### config.mk
export PLATFORM = sky130hd
export DESIGN_NAME = seg7_scan_ctrl_flat
export DESIGN_NICKNAME = d
export VERILOG_FILES = /design/src/rtl/seg7_scan_ctrl_pkg.sv /design/src/rtl/seg7_scan_ctrl_if.sv /design/src/rtl/seg7_hex_dec.sv /design/src/rtl/seg7_scan_ctrl.sv /design/src/flat_wrapper.sv
export SDC_FILE = /design/constraint.sdc
export NUM_CORES = 1
export LEC_CHECK = 0
export CAP_MARGIN = 40
export CORE_ASPECT_RATIO = 2
export CORE_MARGIN = 2
export CORE_UTILIZATION = 49
export CTS_CLUSTER_DIAMETER = 120
export DETAILED_ROUTE_END_ITERATION = 12
export PLACE_DENSITY = 0.79
export SYNTH_ARGS = -nofsm -noshare
export SYNTH_HDL_FRONTEND = slang
export SYNTH_SLANG_ARGS = --single-unit
### constraint.sdc
create_clock -name clk -period 13.4 [get_ports clk]
set_input_delay 2.01 -clock clk [delete_from_list [all_inputs] [get_ports clk]]
set_output_delay 2.01 -clock clk [all_outputs]
set_load 0.02 [all_outputs]
### src/rtl/seg7_scan_ctrl_pkg.sv
// Shared definitions for the 7-segment scan controller: widths, segment patterns, buffer type.
// Latency: none (constants and pure functions only).
// Backpressure: not applicable.
package seg7_scan_ctrl_pkg;

  // Producer bus geometry: six hex nibbles plus one decimal point per digit.
  localparam int DATA_W = 24;
  localparam int DP_W   = 6;

  // Digit index width; sel is binary and covers up to eight digits.
  localparam int IDX_W = 3;

  // All segments dark (outputs are active-low).
  localparam logic [7:0] SEG_OFF = 8'hFF;

  // Active-low g..a patterns, entry n is hex digit n (listed F down to 0).
  localparam logic [15:0][6:0] HEX_TAB = {
    7'h0E, 7'h06, 7'h21, 7'h46, 7'h03, 7'h08, 7'h10, 7'h00,
    7'h78, 7'h02, 7'h12, 7'h19, 7'h30, 7'h24, 7'h79, 7'h40
  };

  // One display buffer: the value a whole frame is drawn from.
  typedef struct packed {
    logic [DATA_W-1:0] data;
    logic [DP_W-1:0]   dp;
  } disp_t;

  function automatic logic [6:0] hex_pattern(input logic [3:0] nib);
    return HEX_TAB[nib];
  endfunction

endpackage

### src/rtl/seg7_scan_ctrl_if.sv
// Producer-to-display data bus with valid/ready handshake.
// Latency: none (wiring only).
// Backpressure: the display side holds data_rdy low while its pending buffer is occupied.
interface seg7_scan_ctrl_if;
  import seg7_scan_ctrl_pkg::*;

  logic [DATA_W-1:0] data_in;
  logic [DP_W-1:0]   dp_in;
  logic              data_vld;
  logic              data_rdy;

  // Producer side.
  modport master (
    output data_in,
    output dp_in,
    output data_vld,
    input  data_rdy
  );

  // Display controller side.
  modport slave (
    input  data_in,
    input  dp_in,
    input  data_vld,
    output data_rdy
  );

endinterface

### src/rtl/seg7_hex_dec.sv
// Hex nibble to active-low 7-segment pattern (g..a).
// Latency: combinational.
// Backpressure: not applicable.
module seg7_hex_dec
  import seg7_scan_ctrl_pkg::*;
(
  input  logic [3:0] nib,
  output logic [6:0] pat
);

  assign pat = hex_pattern(nib);

endmodule

### src/rtl/seg7_scan_ctrl.sv
// Multiplexed 7-segment scan controller: digit sequencing, brightness PWM, guard time, double buffer.
// Latency: seg/sel/frame_done registered, one cycle behind the prescaler and digit index.
// Backpressure: data_rdy low while the pending buffer holds a value not yet promoted at a frame boundary.
module seg7_scan_ctrl
  import seg7_scan_ctrl_pkg::*;
#(
  parameter int NUM_DIG  = 6,
  parameter int SCAN_DIV = 50000,
  parameter int GUARD    = 500
) (
  input  logic             clk,
  input  logic             rst,
  seg7_scan_ctrl_if.slave  bus,
  input  logic             blank_lz,
  input  logic [2:0]       bright,
  output logic [7:0]       seg,
  output logic [IDX_W-1:0] sel,
  output logic             frame_done
);

  // Prescaler width, and a wider width for the brightness window so that
  // (bright+1)*(SCAN_DIV/8) never truncates, even at bright=7 where it equals SCAN_DIV.
  localparam int PC_W  = (SCAN_DIV > 1) ? $clog2(SCAN_DIV) : 1;
  localparam int WIN_W = (PC_W + 4 > 17) ? PC_W + 4 : 17;

  localparam logic [PC_W-1:0]  PC_LAST  = PC_W'(SCAN_DIV - 1);
  localparam logic [IDX_W-1:0] IDX_LAST = IDX_W'(NUM_DIG - 1);
  localparam logic [WIN_W-1:0] SLOT8    = WIN_W'(SCAN_DIV / 8);
  localparam logic [WIN_W-1:0] GUARD_W  = WIN_W'(GUARD);

  logic [PC_W-1:0]  pc;
  logic [IDX_W-1:0] idx;
  disp_t            act;
  disp_t            pend;
  logic             pend_full;

  logic             slot_end;
  logic             frame_end;
  logic             xfer;

  logic [WIN_W-1:0] pc_w;
  logic [WIN_W-1:0] win_end;
  logic             lit;

  logic [3:0]       cur_nib;
  logic             cur_dp;
  logic             cur_blank;
  logic             zero_run;
  logic [6:0]       cur_pat;

  assign slot_end  = (pc == PC_LAST);
  assign frame_end = slot_end && (idx == IDX_LAST);

  // Ready is simply "pending slot free", so a new transfer can never collide
  // with the frame-boundary promotion of the pending value.
  assign bus.data_rdy = !pend_full;
  assign xfer         = bus.data_vld && !pend_full;

  // Lit window: dark for the guard time at slot start, then lit up to the brightness limit.
  always_comb begin
    pc_w    = WIN_W'(pc);
    win_end = (WIN_W'(bright) + WIN_W'(1)) * SLOT8;
    lit     = (pc_w >= GUARD_W) && (pc_w < win_end);
  end

  // Pick the current digit from the active buffer and decide leading-zero blanking;
  // zero_run tracks "this nibble and every higher one is zero", walking from the MSD down.
  always_comb begin
    cur_nib   = 4'h0;
    cur_dp    = 1'b0;
    cur_blank = 1'b0;
    zero_run  = 1'b1;
    for (int k = NUM_DIG - 1; k >= 0; k--) begin
      zero_run = zero_run && (act.data[4*k +: 4] == 4'h0);
      if (IDX_W'(k) == idx) begin
        cur_nib   = act.data[4*k +: 4];
        cur_dp    = act.dp[k];
        cur_blank = blank_lz && (k != 0) && zero_run;
      end
    end
  end

  seg7_hex_dec u_hex_dec (
    .nib (cur_nib),
    .pat (cur_pat)
  );

  // Slot prescaler and digit index; the index advances only when a slot expires.
  always_ff @(posedge clk) begin
    if (rst) begin
      pc  <= '0;
      idx <= '0;
    end else if (slot_end) begin
      pc  <= '0;
      idx <= (idx == IDX_LAST) ? '0 : idx + 1'b1;
    end else begin
      pc  <= pc + 1'b1;
    end
  end

  // Double buffer: accept into pending, promote to active only at the frame boundary
  // so a frame is always drawn from one consistent value.
  always_ff @(posedge clk) begin
    if (rst) begin
      act       <= '0;
      pend      <= '0;
      pend_full <= 1'b0;
    end else if (xfer) begin
      pend      <= {bus.data_in, bus.dp_in};
      pend_full <= 1'b1;
    end else if (frame_end && pend_full) begin
      act       <= pend;
      pend_full <= 1'b0;
    end
  end

  // Output registers; sel is delayed with seg so pins switch digit and pattern on the same edge.
  always_ff @(posedge clk) begin
    if (rst) begin
      seg        <= SEG_OFF;
      sel        <= '0;
      frame_done <= 1'b0;
    end else begin
      seg        <= (lit && !cur_blank) ? {~cur_dp, cur_pat} : SEG_OFF;
      sel        <= idx;
      frame_done <= frame_end;
    end
  end

endmodule

### src/flat_wrapper.sv
// flat-port wrapper written by rule: the top's interface ports become plain ports
module seg7_scan_ctrl_flat import seg7_scan_ctrl_pkg::*;
#(
  parameter int NUM_DIG  = 6,
  parameter int SCAN_DIV = 50000,
  parameter int GUARD    = 500
)
  (clk, rst, blank_lz, bright, seg, sel, frame_done, bus_data_in, bus_dp_in, bus_data_vld, bus_data_rdy);
  seg7_scan_ctrl_if bus_i ();
  input  logic clk;
  input  logic rst;
  input  logic blank_lz;
  input  logic [2:0] bright;
  output logic [7:0] seg;
  output logic [IDX_W-1:0] sel;
  output logic frame_done;
  input wire logic [$bits(bus_i.data_in)-1:0] bus_data_in;
  input wire logic [$bits(bus_i.dp_in)-1:0] bus_dp_in;
  input wire logic [$bits(bus_i.data_vld)-1:0] bus_data_vld;
  output wire logic [$bits(bus_i.data_rdy)-1:0] bus_data_rdy;
  assign bus_i.data_in = bus_data_in;
  assign bus_i.dp_in = bus_dp_in;
  assign bus_i.data_vld = bus_data_vld;
  assign bus_data_rdy = bus_i.data_rdy;
  seg7_scan_ctrl #(.NUM_DIG(NUM_DIG), .SCAN_DIV(SCAN_DIV), .GUARD(GUARD)) u_core (.clk(clk), .rst(rst), .bus(bus_i), .blank_lz(blank_lz), .bright(bright), .seg(seg), .sel(sel), .frame_done(frame_done));
endmodule
== Yosys cells after proc, flatten, opt, wreduce, memory -nomap -nowiden ==
Memories as Yosys holds them, arrays and structs flattened. A register that Yosys moved wholly into a read port is not among the register bits.
Cells that the tools add are included.

* Bits in registers: 92
* Memory bits (read-only): 112
* Input bits: 37
* Word-level logic and storage cells: 76
* Memories: 1

{| class="wikitable"
|+ Memory list
! name !! words !! width !! read ports !! clocked after memory_dff !! wr ports !! RTL line !! RTL
|-
| (no name shown) || 16 || 7 || 1 || 1 || 0 || seg7_scan_ctrl_pkg.sv:29 || <nowiki>return HEX_TAB[nib];</nowiki>
|}

* Add/sub/neg operators: 3
* Multiply operators: 1
* Order comparisons: 3
* Equality and inequality tests: 7
* Muxes and demuxes: 22
* Bitwise logic cells: 3
* Reduce and logical (&&, ||, !) cells: 26

{| class="wikitable"
|+ Operator list
! cell !! number
|-
| 2-to-1 mux 4 bit || 6
|-
| zero test 4 bit || 5
|-
| < comparator 16 x 20 -> 1 bit || 1
|-
| multiplier 20 x 12 -> 19 bit, second input constant || 1
|-
| adder 16 x 1 -> 16 bit, second input constant || 1
|-
| equality test 16 bit, second input constant || 1
|-
| greater-or-equal comparator 16 x 9 -> 1 bit, second input constant || 1
|-
| logical AND 1 bit || 14
|-
| 2-to-1 mux 1 bit || 14
|-
| 2-to-1 mux 7 bit || 1
|-
| equality test 2 x 3 -> 1 bit, first input constant || 2
|-
| equality test 3 bit, first input constant || 2
|-
| < comparator 4 x 5 -> 1 bit, second input constant || 1
|-
| adder 3 x 1 -> 4 bit, second input constant || 1
|-
| OR reduction 2 bit || 2
|-
| adder 3 x 1 -> 3 bit, second input constant || 1
|-
| equality test 1 x 3 -> 1 bit, first input constant || 1
|-
| equality test 3 bit, second input constant || 1
|-
| zero test 3 bit || 1
|-
| 2-to-1 mux 3 bit || 1
|-
| NOT 1 bit || 3
|-
| zero test 1 bit || 2
|-
| AND reduction 2 bit || 1
|-
| nonzero test 2 bit || 1
|}

== Longest topological paths before layout ==
* Word-level depth: 12
* Gate-level depth with buffers: 20

== Hierarchy ==
From an unflattened synthesis, not the netlist that was laid out.

* Cell total of the unflattened synthesis: 601
* Area total of the unflattened synthesis: 4962.3 um^2

{| class="wikitable"
|+ Modules (own cells, without submodules)
! module !! times used !! cells an instance !! area each (um^2) !! seq. area each (um^2)
|-
| seg7_scan_ctrl || 1 || 569 || 4687.0 || 1841.8
|-
| seg7_hex_dec || 1 || 32 || 275.3 || 0.0
|}

== Least setup slack after synthesis ==
OpenSTA, ideal clock, no wires.

* Kind: input-to-reg
* Start: input port bright[0]
* End: register u_core.seg[7]
* Library setup time: 0.070 ns
* Arrival: 5.689 ns
* Required time: 13.330 ns
* Path slack: 7.641 ns
* Stages: 18
* Path buffers: 0
* Path through: ha_1 -> xor2_1 -> ha_1 -> ha_1 -> ha_1 -> nand2_1 -> nor2_1 -> o31a_1 -> o21a_1 -> o21ai_0 -> xnor2_1 -> ha_1 -> nand2_1 -> o21ai_0 -> nor3_1 -> o31a_1 -> o31ai_1 -> o21bai_1

* Word-level cells in the longest chain between the ends: 7

{| class="wikitable"
|+ RTL lines
! item !! RTL line !! RTL
|-
| start, declared || flat_wrapper.sv:13 || <nowiki>input logic [2:0] bright;</nowiki>
|-
| adder 3 x 1 -> 4 bit || seg7_scan_ctrl.sv:62 || <nowiki>win_end = (WIN_W'(bright) + WIN_W'(1)) * SLOT8;</nowiki>
|-
| multiplier 20 x 12 -> 19 bit || seg7_scan_ctrl.sv:62 ||
|-
| < comparator 16 x 20 -> 1 bit || seg7_scan_ctrl.sv:63 || <nowiki>lit = (pc_w >= GUARD_W) && (pc_w < win_end);</nowiki>
|-
| logical AND 1 bit || seg7_scan_ctrl.sv:63 ||
|-
| logical AND 1 bit || seg7_scan_ctrl.sv:124 || <nowiki>seg <= (lit && !cur_blank) ? {~cur_dp, cur_pat} : SEG_OFF;</nowiki>
|-
| NOT 1 bit (no source line) || n/a ||
|-
| OR reduction 2 bit (no source line) || n/a ||
|-
| end signal, assigned || seg7_scan_ctrl.sv:124 ||
|-
| end, declared || seg7_scan_ctrl.sv:16 || <nowiki>output logic [7:0] seg,</nowiki>
|}

Every way passes these cells.
A chain may end at the register's enable or synchronous reset.

== Worst setup path in the final report ==
* Start: input port bright[0]
* End: register u_core.seg[6]

The elaborated chain is that of the path after synthesis.

==> flow_summary.yaml <==
setup_path:
  cp.required_ns: 13.62
  reg2regPathDepth: 12
  end_kind: "register"
  critPathArrivalTime_ns: 6.83
  worstSetupPathType: "input port to register"
  cp-start-kind: "input port"
  cp_slowest_cell: "clkdlybuf4s50_1"
  path_cells: "clkdlybuf4s50_1, inv_1, nor3_1, ha_1, inv_1, fa_1, inv_1, ha_1, a21oi_1, o22ai_1, or2_2, xnor2_1, ha_1, a21o_1, a211o_1, nor3_1, o31a_1, o31ai_1, buf_2, a221o_1"
  r2r-start: "u_core.idx[1]"
  slowest_delay_ns: 0.60
  ff2ff_setup_slack_ns: 10.04
  r2r-end: "u_core.seg[3]"
  critPathMaxFanout: 8
grt:
  met2_usage: 0.3763
  overflow: 0
  grt_pass1_vias: 4202
  grt_pass1_wl_um: 18620
  track_usage: 0.2151
  antenna_found_initial: 0
  grt_busiest_layer: "met2"
  grt_max_degree: 72
  use_met1: 0.2195
  grtUsageMet3: 0.04917
layout:
  drive_above_1_share: 0.1097
  nNetsFinal: 712
  diodes: 0
  design_area_um2: 5834
  final_cells: 770
  syn_to_final_growth_pct: 18.47
floorplan:
  dieHeight_um: 145.8
  die_w_um: 74.89
  boundaryPins: 50
  die_area_um2: 10920
  start_util: 0.5044
  fp.coreArea_um2: 9763
  num_rows: 51
placement:
  dp.cells: 754
  io_buffers: 49
  place_ws_ns: 6.512
  dp_hpwl_um: 8485
  place.gp.congestion: 0.8785
  postPlaceCellArea_um2: 5510
status:
  outcome: "completed"
sta:
  period_share: 0.4935
  setup_slack_ns: 6.787
  fin_skew_ns: 0.005988
  period_needed_ns: 6.613
  drv_slew: 0
  hold_violations: 0
  tns_ns: 0
  slew_headroom: 0.4057
  setup_viol: 0
  max_freq_ghz: 0.1512
  rsz0062_at_grt: "false"
  tightest_slew_ns: 0.8915
  holdWs_ns: 0.4550
detailed_routing:
  vias: 4196
  drc_errors: 0
  wl_um: 11020
  first_iter_violations: 174
  viasPerCell: 5.449
  ant_nets: 0
  wl_per_cell_um: 14.31
  first_pass_iters: 4
logic_synthesis:
  ys_ff_latch: 92
  synth_edf_count: 0
  syn_avg_cell_area_um2: 8.249
  synth_top_area_share: 0.3740
  synthCells: 597
  seq_area_frac_synth: 0.3740
  synth_top_cell_by_area: "dfxtp_1"
  ys_warn_count: 0
  synth_top_cells_by_area: "dfxtp_1 37%, ha_1 10%, nand2_1 10%, a21oi_2 5.2%, a21oi_1 5.0%"
  syn_area_um2: 4925
  synth_ff_type: "dfxtp_1"
  async_flop_share: 0
  synth.distinct_cells: 54
  syn_nets: 675
job:
  drv_cap: 0
clock_tree:
  clock-sinks: 92
  holdBufCountCts: 0
  cts_buffers: 9
  ctsResizeCount: 0
  clk_pin_slew_ns: 0.06
  post-cts-setup-buffers: 0
  ctsRootBufferMaster: "clkbuf_16"
  cts_buffer_depth: 2
  insertion_delay_ns: 0.33
  cts_tree: "built"
  cts_max_level: 3
power_and_ir_drop:
  leakage_nw: 2.225
  p_per_area_nw_per_um2: 107.3
  ir_drop_uv: 94.65
hold_path:
  hold_start: "u_core.pend[10]"
  hold_depth: 2
  hold_path_class: "register to register"
  hold_path_end: "u_core.pend[10]"
==> routing by layer <==
layer | up-vias | wire length (µm)
li1 | 2105 | -
met1 | 1930 | 4062
met2 | 120 | 6002
met3 | 41 | 379
met4 | 0 | 575
met5 | - | 0
==> placed cells by master, fill, tap and decap left out, types with 5 or more instances in the layout <==
cell	synthesis	layout
nand4_1	5	5
a21oi_2	29	29
nand2_1	133	133
nor4_1	5	5
dfxtp_1	92	92
mux2i_1	10	10
nor2b_1	6	5
inv_1	26	26
nor3_1	7	7
ha_1	40	40
o21ai_0	9	9
nand3_1	13	13
xnor2_1	14	14
o22ai_1	5	5
a21oi_1	49	49
xor2_1	10	10
nor2_1	44	44
clkdlybuf4s50_1	0	48
clkbuf_16	0	9
==> worst max path at each step <==
stage	from	endpoint	slack, ns	cells past startpoint
3_5_place_dp	bright[0]	u_core.seg[6]	6.51	20
6_report	bright[0]	u_core.seg[6]	6.79	20
5_1_grt	bright[0]	u_core.seg[5]	6.57	20
3_3_place_gp	bright[0]	u_core.seg[7]	6.56	20
2_1_floorplan	bright[0]	u_core.seg[7]	7.64	18
4_1_cts	bright[0]	u_core.seg[6]	6.84	20
==> critical path, delay by kind of cell <==
family	cells	cell delay [ns]
fa+ha+maj	4	1.29
buf+inv	5	1.07
simple gates	3	0.91
xor+xnor	1	0.13
compound gates	7	1.42
==> flip-flops by register name, summed over array words and instances (netlist names) <==
signal	count
u_core.seg	8
u_core.sel	3
u_core.act	30
u_core.pc	16
u_core.pend	30
u_core.pend_full	1
u_core.idx	3
u_core.frame_done	1
==> cells by family after synthesis <==
kind of cell | share of synthesized area
XOR/XNOR | 0.04268
multiplexers | 0.02947
AO/OA/AOI/OAI | 0.1773
adder cells (fa/ha/maj) | 0.1057
buffers and inverters | 0.04979
flip-flops | 0.3740
AND/OR/NAND/NOR | 0.2210
==> cell type report <==
type | count | area [µm²]
fillers | 848 | 3929
multi-input cells | 448 | 2840
flip-flops and latches | 92 | 1842
repair buffers | 57 | 573.1
clock buffers | 11 | 242.7
well taps | 132 | 165.2
inverters | 26 | 97.59
clock inverters | 4 | 73.82
==> metrics by stage <==
step,total power [mW],utilization
global route,0.6530,0.5976
floorplan,0.3376,-
finish,0.6257,0.5976
CTS,0.6307,0.5968
global placement,0.3599,0.5577
detailed placement,0.3649,0.5644
==> power breakdown <==
group,switching (mW),internal (mW),leakage (nW)
registers,0.00393,0.280,0.747
logic,0.0420,0.0341,1.32
clock network,0.0987,0.167,0.156
total,0.145,0.481,2.23
==> Yosys cell counts (6+ instances only) <==
cell	number
nand2_1	133
dfxtp_1	92
a21oi_1	49
nor2_1	44
ha_1	40
a21oi_2	29
inv_1	26
clkbuf_1	20
xnor2_1	14
nand3_1	13
mux2i_1	10
xor2_1	10
o21ai_0	9
buf_2	7
nor3_1	7
nor2b_1	6
(Power assumes the default switching activity.)
